==> src/rtl/flush_seq_pkg.sv <==
// Shared types for the flush sequencer.
//   state_e : sequencer FSM state encoding
//   kind_t  : packed flags naming which structures the current sequence flushes
package flush_seq_pkg;

  typedef enum logic [1:0] {
    StIdle   = 2'd0,
    StFlush  = 2'd1,
    StFinish = 2'd2
  } state_e;

  typedef struct packed {
    logic icache;
    logic dcache;
    logic tlb;
  } kind_t;

  localparam kind_t KindNone = '0;

  // Simultaneous requests are OR-ed: fence.i implies a data flush as well.
  function automatic kind_t decode_kind(logic fence_i_req, logic fence_req, logic sfence_req);
    kind_t k;
    k.icache = fence_i_req;
    k.dcache = fence_i_req | fence_req;
    k.tlb    = sfence_req;
    return k;
  endfunction

  // Width of a counter that must reach limit-1; never narrower than one bit.
  function automatic int unsigned timer_width(int unsigned limit);
    return (limit <= 2) ? 1 : $clog2(limit);
  endfunction

endpackage

==> src/rtl/flush_ack_tracker.sv <==
// Per-channel ack bookkeeping for a flush sequence.
//   clk_i, rst_i  : clock, asynchronous active-high reset
//   start_i       : load pending = all ones, timer = 0
//   active_i      : sequencer is in the FLUSH state
//   flush_ack_i   : per-channel completion pulses
//   pending_o     : channels still awaiting an ack (registered)
//   done_o        : sequence ends this cycle (all acked, or forced)
//   forced_o      : sequence ends this cycle by timeout without completion
module flush_ack_tracker
  import flush_seq_pkg::*;
#(
  parameter int unsigned NUM_CH  = 2,
  parameter int unsigned TIMEOUT = 512
) (
  input  logic              clk_i,
  input  logic              rst_i,
  input  logic              start_i,
  input  logic              active_i,
  input  logic [NUM_CH-1:0] flush_ack_i,
  output logic [NUM_CH-1:0] pending_o,
  output logic              done_o,
  output logic              forced_o
);

  localparam int unsigned TW = timer_width(TIMEOUT);
  typedef logic [TW-1:0] timer_t;
  localparam timer_t TimerLast = timer_t'(TIMEOUT - 1);

  logic [NUM_CH-1:0] pending_q, pending_d, remaining;
  timer_t            timer_q, timer_d;
  logic              complete, expired;

  // Acks on channels that are no longer pending fall out of the AND.
  assign remaining = pending_q & ~flush_ack_i;
  assign complete  = active_i && (remaining == '0);
  // Completion wins over a coincident timeout.
  assign expired   = active_i && !complete && (timer_q == TimerLast);

  assign pending_o = pending_q;
  assign done_o    = complete || expired;
  assign forced_o  = expired;

  always_comb begin
    pending_d = pending_q;
    timer_d   = timer_q;
    if (start_i) begin
      pending_d = '1;
      timer_d   = '0;
    end else if (active_i) begin
      if (complete || expired) begin
        pending_d = '0;
        timer_d   = '0;
      end else begin
        pending_d = remaining;
        timer_d   = timer_q + timer_t'(1);
      end
    end
  end

  always_ff @(posedge clk_i or posedge rst_i) begin
    if (rst_i) begin
      pending_q <= '0;
      timer_q   <= '0;
    end else begin
      pending_q <= pending_d;
      timer_q   <= timer_d;
    end
  end

endmodule

==> src/rtl/flush_sequencer.sv <==
// Sequences cache/TLB/pipeline flushes after fence-type instructions commit.
//   clk_i, rst_i      : clock, asynchronous active-high reset
//   fence_i_i         : fence.i commit pulse (icache + data channels + pipeline)
//   fence_i           : data fence commit pulse (data channels + pipeline)
//   sfence_vma_i      : sfence.vma commit pulse (TLB + pipeline)
//   flush_csr_i       : CSR side-effect pulse (pipeline only)
//   flush_ack_i       : per-channel flush-complete pulses
//   flush_req_o       : per-channel flush request level, held until acked
//   ack_pending_o     : channels still awaiting ack
//   halt_o, busy_o    : sequence active
//   flush_pipe_o, set_pc_commit_o, flush_icache_o, flush_tlb_o, timeout_o :
//                       one-cycle completion pulses in FINISH
// Every output is a decode of registered state.
module flush_sequencer
  import flush_seq_pkg::*;
#(
  parameter int unsigned NUM_CH  = 2,
  parameter int unsigned TIMEOUT = 512
) (
  input  logic              clk_i,
  input  logic              rst_i,
  input  logic              fence_i_i,
  input  logic              fence_i,
  input  logic              sfence_vma_i,
  input  logic              flush_csr_i,
  input  logic [NUM_CH-1:0] flush_ack_i,
  output logic [NUM_CH-1:0] flush_req_o,
  output logic [NUM_CH-1:0] ack_pending_o,
  output logic              halt_o,
  output logic              busy_o,
  output logic              flush_pipe_o,
  output logic              set_pc_commit_o,
  output logic              flush_icache_o,
  output logic              flush_tlb_o,
  output logic              timeout_o
);

  state_e            state_q, state_d;
  kind_t             flags_q, flags_d;
  logic              timeout_q, timeout_d;
  logic              start_flush, trk_done, trk_forced;
  logic [NUM_CH-1:0] pending;

  assign start_flush = (state_q == StIdle) && (fence_i_i || fence_i);

  flush_ack_tracker #(
    .NUM_CH  (NUM_CH),
    .TIMEOUT (TIMEOUT)
  ) u_tracker (
    .clk_i       (clk_i),
    .rst_i       (rst_i),
    .start_i     (start_flush),
    .active_i    (state_q == StFlush),
    .flush_ack_i (flush_ack_i),
    .pending_o   (pending),
    .done_o      (trk_done),
    .forced_o    (trk_forced)
  );

  // State register.
  always_ff @(posedge clk_i or posedge rst_i) begin
    if (rst_i) begin
      state_q   <= StIdle;
      flags_q   <= KindNone;
      timeout_q <= 1'b0;
    end else begin
      state_q   <= state_d;
      flags_q   <= flags_d;
      timeout_q <= timeout_d;
    end
  end

  // Next-state logic. Requests outside IDLE are dropped: commit is halted upstream.
  always_comb begin
    state_d   = state_q;
    flags_d   = flags_q;
    timeout_d = timeout_q;
    unique case (state_q)
      StIdle: begin
        flags_d   = decode_kind(fence_i_i, fence_i, sfence_vma_i);
        timeout_d = 1'b0;
        if (fence_i_i || fence_i) begin
          state_d = StFlush;
        end else if (sfence_vma_i || flush_csr_i) begin
          state_d = StFinish;
        end
      end
      StFlush: begin
        if (trk_done) begin
          state_d   = StFinish;
          timeout_d = trk_forced;
        end
      end
      StFinish: begin
        state_d   = StIdle;
        flags_d   = KindNone;
        timeout_d = 1'b0;
      end
      default: begin
        state_d   = StIdle;
        flags_d   = KindNone;
        timeout_d = 1'b0;
      end
    endcase
  end

  // Output decode.
  always_comb begin
    flush_req_o     = '0;
    halt_o          = 1'b0;
    busy_o          = 1'b0;
    flush_pipe_o    = 1'b0;
    set_pc_commit_o = 1'b0;
    flush_icache_o  = 1'b0;
    flush_tlb_o     = 1'b0;
    timeout_o       = 1'b0;
    unique case (state_q)
      StFlush: begin
        halt_o = 1'b1;
        busy_o = 1'b1;
        // FLUSH is only entered for a data flush, so this gate is always open there.
        if (flags_q.dcache) begin
          flush_req_o = pending;
        end
      end
      StFinish: begin
        halt_o          = 1'b1;
        busy_o          = 1'b1;
        flush_pipe_o    = 1'b1;
        set_pc_commit_o = 1'b1;
        flush_icache_o  = flags_q.icache;
        flush_tlb_o     = flags_q.tlb;
        timeout_o       = timeout_q;
      end
      default: ;
    endcase
  end

  assign ack_pending_o = pending;

endmodule

==> config.mk <==
export PLATFORM = sky130hd
export DESIGN_NAME = flush_sequencer
export DESIGN_NICKNAME = d
export VERILOG_FILES = /design/src/rtl/flush_seq_pkg.sv /design/src/rtl/flush_ack_tracker.sv /design/src/rtl/flush_sequencer.sv
export SDC_FILE = /design/constraint.sdc
export NUM_CORES = 1
export LEC_CHECK = 0
export CAP_MARGIN = 30
export CORE_MARGIN = 2
export CORE_UTILIZATION = 46
export CTS_CLUSTER_SIZE = 24
export DETAILED_ROUTE_END_ITERATION = 7
export PLACE_DENSITY_LB_ADDON = 0.25
export SLEW_MARGIN = 10
export SYNTH_ARGS = -nofsm -noshare
export SYNTH_HDL_FRONTEND = slang
export SYNTH_HIERARCHICAL = 1
export SYNTH_SLANG_ARGS = --single-unit
==> constraint.sdc <==
create_clock -name clk_i -period 1.95 [get_ports clk_i]
set_input_delay 0.39 -clock clk_i [delete_from_list [all_inputs] [get_ports clk_i]]
set_output_delay 0.39 -clock clk_i [all_outputs]
set_load 0.01 [all_outputs]
==> results.sh, run 1 <==
export IMPL_slew_violations=0
export IMPL_cp_start_kind="flip-flop"
export IMPL_cp_num_buf_inv=2
export IMPL_track_usage_pct=22.6
export IMPL_critical_path_startpoint="state_q[0]"
export IMPL_drive_above_1_share_pct=22.9
export IMPL_fin_area_um2=1390
export IMPL_route_detailed_drc=0
export IMPL_setup_viol=0
export IMPL_dp_slack_ps=-27.1
export IMPL_placed_cells=162
export IMPL_cp_max_fo=3
export IMPL_timing_final_crit_share_pct=96.1
export IMPL_routedWlPerCell_um=14.8
export IMPL_crit_family="buffers and inverters"
export IMPL_final_cell_mix="buf_4, dfrtp_1, o21ai_0"
export IMPL_place_congestion=0.815
export IMPL_antenna_found_initial=0
export IMPL_path_cells="buf_4 > ha_1 > and3_1 > dlygate4sd2_1"
export IMPL_area_growth_pct=32.7
export IMPL_tightest_slew_ps=413
export IMPL_rrSetupSlack_ps=130
export IMPL_fin_crit_ps=1870
export IMPL_seq_area_frac_synth_pct=40.7
export IMPL_critPathArrivalTime_ps=1480
export IMPL_n_antenna_cell=0
export IMPL_min_path_type="in -> async"
export IMPL_synth_avg_cell_area_um2=9.50
export IMPL_final_common_cell="buf_4"
export IMPL_fin_cells=172
export IMPL_ant_nets=0
export IMPL_cts_buffers=3
export IMPL_clkPwrFrac_pct=13.3
export IMPL_cts_tree="yes"
export IMPL_overflow=0
export IMPL_skew_ps=5.82
export IMPL_power_density_nw_per_um2=1020
export IMPL_maxCapViolations=0
export IMPL_synth_fp_nets=125
export IMPL_cp_required_ps=1560
export IMPL_vias=944
export IMPL_ir_drop_v=0.000751
export IMPL_cts_htree_levels=1
export IMPL_p_comb_share_pct=52.7
export IMPL_hold_viol=0
export IMPL_via_per_inst=5.49
export IMPL_root_buffer="clkbuf_4"
export IMPL_grt_pass1_vias=930
export IMPL_worst_path_stages=4
export IMPL_endpoint="flush_req_o[1]"
export IMPL_cp_end_kind="output port"
export IMPL_synthesis_area_um2=1040
export IMPL_worst_path_largest_cell_delay_ps=410
export IMPL_drtIter0Drc=17
export IMPL_placed_area_um2=1320
export IMPL_hpwl_um=1910
export IMPL_nFillCells=197
export IMPL_clock_sinks=17
export IMPL_status="complete, no violations"
export IMPL_syn_inst=110
export IMPL_criticalPathCategory="reg -> out"
export IMPL_slew_headroom_pct=72.4
export IMPL_clock_latency_ps=290
export IMPL_grt_pass1_wl_um=4370
export IMPL_core_area_um2=2170
export IMPL_fmaxAchievable_mhz=533
export IMPL_port_buffers=18
export IMPL_p_seq_share_pct=34.0
export IMPL_dieWidth_um=51.7
export IMPL_ios=19
export IMPL_clk_pin_slew_ps=100
export IMPL_p_sw_share_pct=39.3
export IMPL_die_h_um=51.7
export IMPL_synth_cell_types=36
export IMPL_clockBufferDepth=2
export IMPL_ys_warn_count=6
export IMPL_grt_setup_unrepaired="false"
export IMPL_timing_rr_end="state_q[1]"
export IMPL_r2r_start="u_tracker/timer_q[3]"
export IMPL_ff2ff_path_depth=9
export IMPL_crit_slowest_cell="dfrtp_1"
export IMPL_leakagePower_uw=0.000626
export IMPL_synth_seq_cells=17
export IMPL_first_pass_iters=4
export IMPL_finalPower_uw=1410
export IMPL_final_nets=160
export IMPL_grt_max_degree=14
export IMPL_p_sw_uw=556
export IMPL_routed_wl_um=2540
export IMPL_fin_ws_ps=75.3
export IMPL_intPower_uw=858
export IMPL_start_util_pct=48.2
export IMPL_rows=17
export IMPL_fp_dieArea_um2=2670
==> Yosys cell counts <==
library cell  number  area share (%)
o21ai_2            1            0.84
a21oi_1            4             1.9
or2b_1             1            0.72
inv_2              1            0.36
a221oi_1           3             2.5
a22oi_1            1            0.72
mux2i_1            1            0.96
o21ai_0           12             5.7
and2_1             4             2.4
and3_4             1             1.1
a311o_1            1            0.96
a21o_1             2             1.4
dfrtp_1           17              41
a22o_2             1            0.96
ha_1               7             8.4
nand2b_1           3             1.8
a211oi_1           2             1.4
nor2b_1            4             2.4
clkbuf_1           1            0.36
or3_1              3             1.8
and3_1             2             1.2
o2111ai_2          1             1.4
o32ai_1            1            0.84
nand4_1            2             1.2
nand3_1            3             1.4
buf_2              2            0.96
o221ai_1           1            0.84
nor2_1             3             1.1
nor3b_2            1             1.2
o2111ai_1          3             2.5
inv_1              8             2.9
and3b_2            1            0.96
buf_4              2             1.4
xor2_1             2             1.7
nand2_1            7             2.5
buf_1              1            0.36
==> power groups by stage <==
stage                     Combinational [µW]  Sequential (µW)  Clock, µW
after floorplan                          439              491          0
after global placement                   726              489          0
after detailed placement                 756              492          0
after CTS                                738              481        194
after global routing                     827              488        210
final                                    745              481        188
==> cell type report <==
cell class	count	area [µm²]	share of cell area, %
Timing Repair Buffer	36	304	21.9
Inverter	9	33.8	2.44
Multi-Input combinational cell	78	561	40.4
Tap cell	28	35.0	2.53
Clock buffer	4	26.3	1.90
Sequential cell	17	427	30.8
==> what timing repair did <==
item                                    4_1_cts  5_1_grt
endpoints found under the hold margin         0        0
endpoints found under the setup margin        9        2
hold buffers                                  0        0
resized for setup                            11        4
setup buffers                                 2        4
==> state kept, by name, summed over array words and instances, names as in the netlist <==
| name | cells |
|---|---|
| u_tracker/pending_o | 2 |
| u_tracker/timer_q | 9 |
| state_q | 2 |
| flags_q | 3 |
| timeout_q | 1 |
==> worst min-delay path by stage <==
stage                             to  startpoint
after CTS                 state_q[0]       rst_i
final                     state_q[1]       rst_i
after global routing      state_q[1]       rst_i
after floorplan           flags_q[0]       rst_i
after detailed placement  flags_q[2]  flags_q[2]
after global placement    flags_q[0]  flags_q[0]
==> per-stage QoR <==
step	utilization (%)	setup TNS, ps	hold WS [ps]
6_report	63.9	0	339
5_1_grt	63.9	0	369
4_1_cts	62.2	0	345
3_5_place_dp	60.7	-46.4	481
3_3_place_gp	60.7	0	464
2_1_floorplan	-	0	181
==> cells by family (layout without fill, tap and decap cells) <==
kind of cell / after synthesis / count (layout) / share of synthesized area [%]
flip-flops: 17 / 17 / 40.7
XOR/XNOR: 2 / 2 / 1.68
buffers and inverters: 15 / 49 / 6.35
AND/OR/NAND/NOR: 35 / 35 / 19.8
AO/OA/AOI/OAI: 33 / 33 / 22.2
adder cells (fa/ha/maj): 7 / 7 / 8.38
multiplexers: 1 / 1 / 0.958
==> routing by layer <==
| metal | global-route usage [%] | routed length, µm |
|---|---|---|
| met5 | 0 | 0 |
| met4 | 10.5 | 52 |
| met3 | 3.74 | 84 |
| met2 | 38.5 | 1300 |
| met1 | 27.7 | 1110 |
No activity file was read; power rests on OpenSTA's default activity.
==> run 2, diff against run 1 <==
Settings changed: CORE_UTILIZATION 46 to 51.
Clock period 1.95 ns to 1.73 ns, I/O delays scaled along.
==> run 2 against run 1 <==
  * The flow now finishes with violations (setup timing)
  * Global-route usage rose by 1.1 points
  * Clock skew barely moved
  * Die area fell by 9.1%
  * Non-clock buffer count rose by 8
  * Register-to-register slack got worse by 160 ps
  * Clock-buffer cell count fell by 1
  * Highest routed layer unchanged
==> results.sh, run 2 (synthesis results as in run 1) <==
export IMPL_rows=16
export IMPL_setup_tns_ps=-50.9
export IMPL_overflow=0
export IMPL_cp_end_kind="flip-flop"
export IMPL_cp_max_fo=4
export IMPL_violations="setup timing"
export IMPL_hold_viol=0
export IMPL_slew_headroom_pct=70.8
export IMPL_vias=999
export IMPL_worst_path_largest_cell_delay_ps=420
export IMPL_port_buffers=18
export IMPL_tightest_slew_ps=437
export IMPL_criticalPathCategory="reg -> reg"
export IMPL_grt_pass1_vias=1015
export IMPL_cp_num_buf_inv=2
export IMPL_fin_cells=179
export IMPL_timing_final_crit_share_pct=102
export IMPL_grt_pass1_wl_um=4390
export IMPL_drive_above_1_share_pct=41.4
export IMPL_placed_area_um2=1410
export IMPL_cts_tree="yes"
export IMPL_core_area_um2=1940
export IMPL_largest_register="u_tracker/timer_q"
export IMPL_routed_wl_um=2890
export IMPL_final_nets=168
export IMPL_slew_violations=0
export IMPL_leakagePower_uw=0.000669
export IMPL_cp_required_ps=1940
export IMPL_r2r_start="u_tracker/timer_q[0]"
export IMPL_ir_drop_v=0.000984
export IMPL_ff2ff_path_depth=10
export IMPL_fmaxAchievable_mhz=568
export IMPL_crit_slowest_cell="dfrtp_1"
export IMPL_place_congestion=0.798
export IMPL_track_usage_pct=23.7
export IMPL_min_path_type="in -> async"
export IMPL_cts_htree_levels=1
export IMPL_rrSetupSlack_ps=-30
export IMPL_setup_viol=2
export IMPL_clockBufferDepth=2
export IMPL_maxCapViolations=0
export IMPL_crit_family="flip-flops"
export IMPL_clock_sinks=17
export IMPL_timing_rr_end="state_q[1]"
export IMPL_grt_max_degree=13
export IMPL_hpwl_um=1910
export IMPL_n_antenna_cell=0
export IMPL_ios=19
export IMPL_root_buffer="clkbuf_4"
export IMPL_drtIter0Drc=13
export IMPL_cp_start_kind="flip-flop"
export IMPL_fp_dieArea_um2=2430
export IMPL_final_cell_mix="buf_4, dfrtp_1, clkdlybuf4s50_1"
export IMPL_nFillCells=130
export IMPL_placed_cells=168
export IMPL_clock_latency_ps=290
export IMPL_status="complete, but fails checks"
export IMPL_skew_ps=6.29
export IMPL_routedWlPerCell_um=16.1
export IMPL_first_pass_iters=4
export IMPL_fin_ws_ps=-31.5
export IMPL_largest_reg_flops=9
export IMPL_fin_crit_ps=1760
export IMPL_start_util_pct=53.8
export IMPL_hold_slack_ps=301
export IMPL_ant_nets=0
export IMPL_critPathArrivalTime_ps=1970
export IMPL_via_per_inst=5.58
export IMPL_path_cells="ha_4 > nand3_2 > nor2_2 > ha_2 > inv_4 > o21ai_4 > and2_4 > inv_2 > a22o_2 > a22oi_2"
export IMPL_fin_area_um2=1570
export IMPL_antenna_found_initial=0
export IMPL_dieWidth_um=49.3
export IMPL_finalPower_uw=1870
export IMPL_cts_buffers=3
export IMPL_reg_top3="u_tracker/timer_q (9), flags_q (3)"
export IMPL_power_density_nw_per_um2=1190
export IMPL_final_common_cell="buf_4"
export IMPL_ctsHoldBuffers=0
export IMPL_area_growth_pct=49.9
export IMPL_die_h_um=49.3
export IMPL_grt_setup_unrepaired="true"
export IMPL_clk_pin_slew_ps=100
export IMPL_route_detailed_drc=0
run 2: cell types whose count changed in the layout (fill, tap and decap cells not counted), sizes merged:
cell / before / now
clkbuf: 4 / 5
dlygate4sd2: 9 / 4
clkinv: 0 / 1
buf: 18 / 29
run 2: report_power, final:
part	switching, µW	internal, µW	leakage (µW)
registers	65.4	484	0.000222
clock network	125	85.8	0.0000177
logic	564	542	0.000429
run 2: what timing repair did:
item	in CTS	in global routing
gates resized for setup	30	16
pin swaps	5	9
endpoints found under the setup margin	14	8
buffers inserted	4	3
run 2: layer usage:
layer / vias up / global-route usage [%] / wire [µm]
met5: - / 0 / 0
met4: 0 / 8.10 / 7
met3: 2 / 3.68 / 75
met2: 22 / 43.5 / 1570
met1: 496 / 27.7 / 1240
li1: 479 / - / -
run 2: worst reg2reg max path, cell delays in order, from the launching register on:
cell,delay (ps)
dfrtp_1,420
ha_4,150
nand3_2,70
nor2_2,130
ha_2,220
inv_4,50
o21ai_4,60
and2_4,200
inv_2,40
a22o_2,230
a22oi_2,120
run 2: final cells by class:
class	count	area (µm²)	share of cell area, %
sequential	17	425	27.2
inverter	9	36.3	2.32
tap	27	33.8	2.16
clock inverter	1	5.00	0.319
timing repair buffer	44	353	22.5
clock buffer	3	22.5	1.44
multi-input combinational	78	691	44.1
run 2: worst max path at each step:
| stage | start | end | slack, ps | depth (start not counted) |
|---|---|---|---|---|
| after floorplan | u_tracker/timer_q[0] | state_q[1] | 2 | 10 |
| after global placement | fence_i_i | u_tracker/timer_q[5] | -130 | 6 |
| after detailed placement | fence_i_i | u_tracker/timer_q[7] | -280 | 7 |
| after CTS | state_q[1] | flush_icache_o | 3 | 4 |
| after global routing | u_tracker/timer_q[0] | state_q[1] | -110 | 10 |
| final | u_tracker/timer_q[0] | state_q[1] | -30 | 10 |
run 2: metrics by stage:
step,util [%],setup WS (ps)
after detailed placement,72.4,-281
after global placement,72.4,-135
after CTS,77.3,2.84
after floorplan,-,1.89
final,80.7,-31.5
after global routing,80.7,-107
==> run 3, diff against run 2 <==
Settings changed: HOLD_SLACK_MARGIN from default to 0.06.
==> results of run 3 <==
No change in the layout: final DEF, timing and power equal those of run 2.
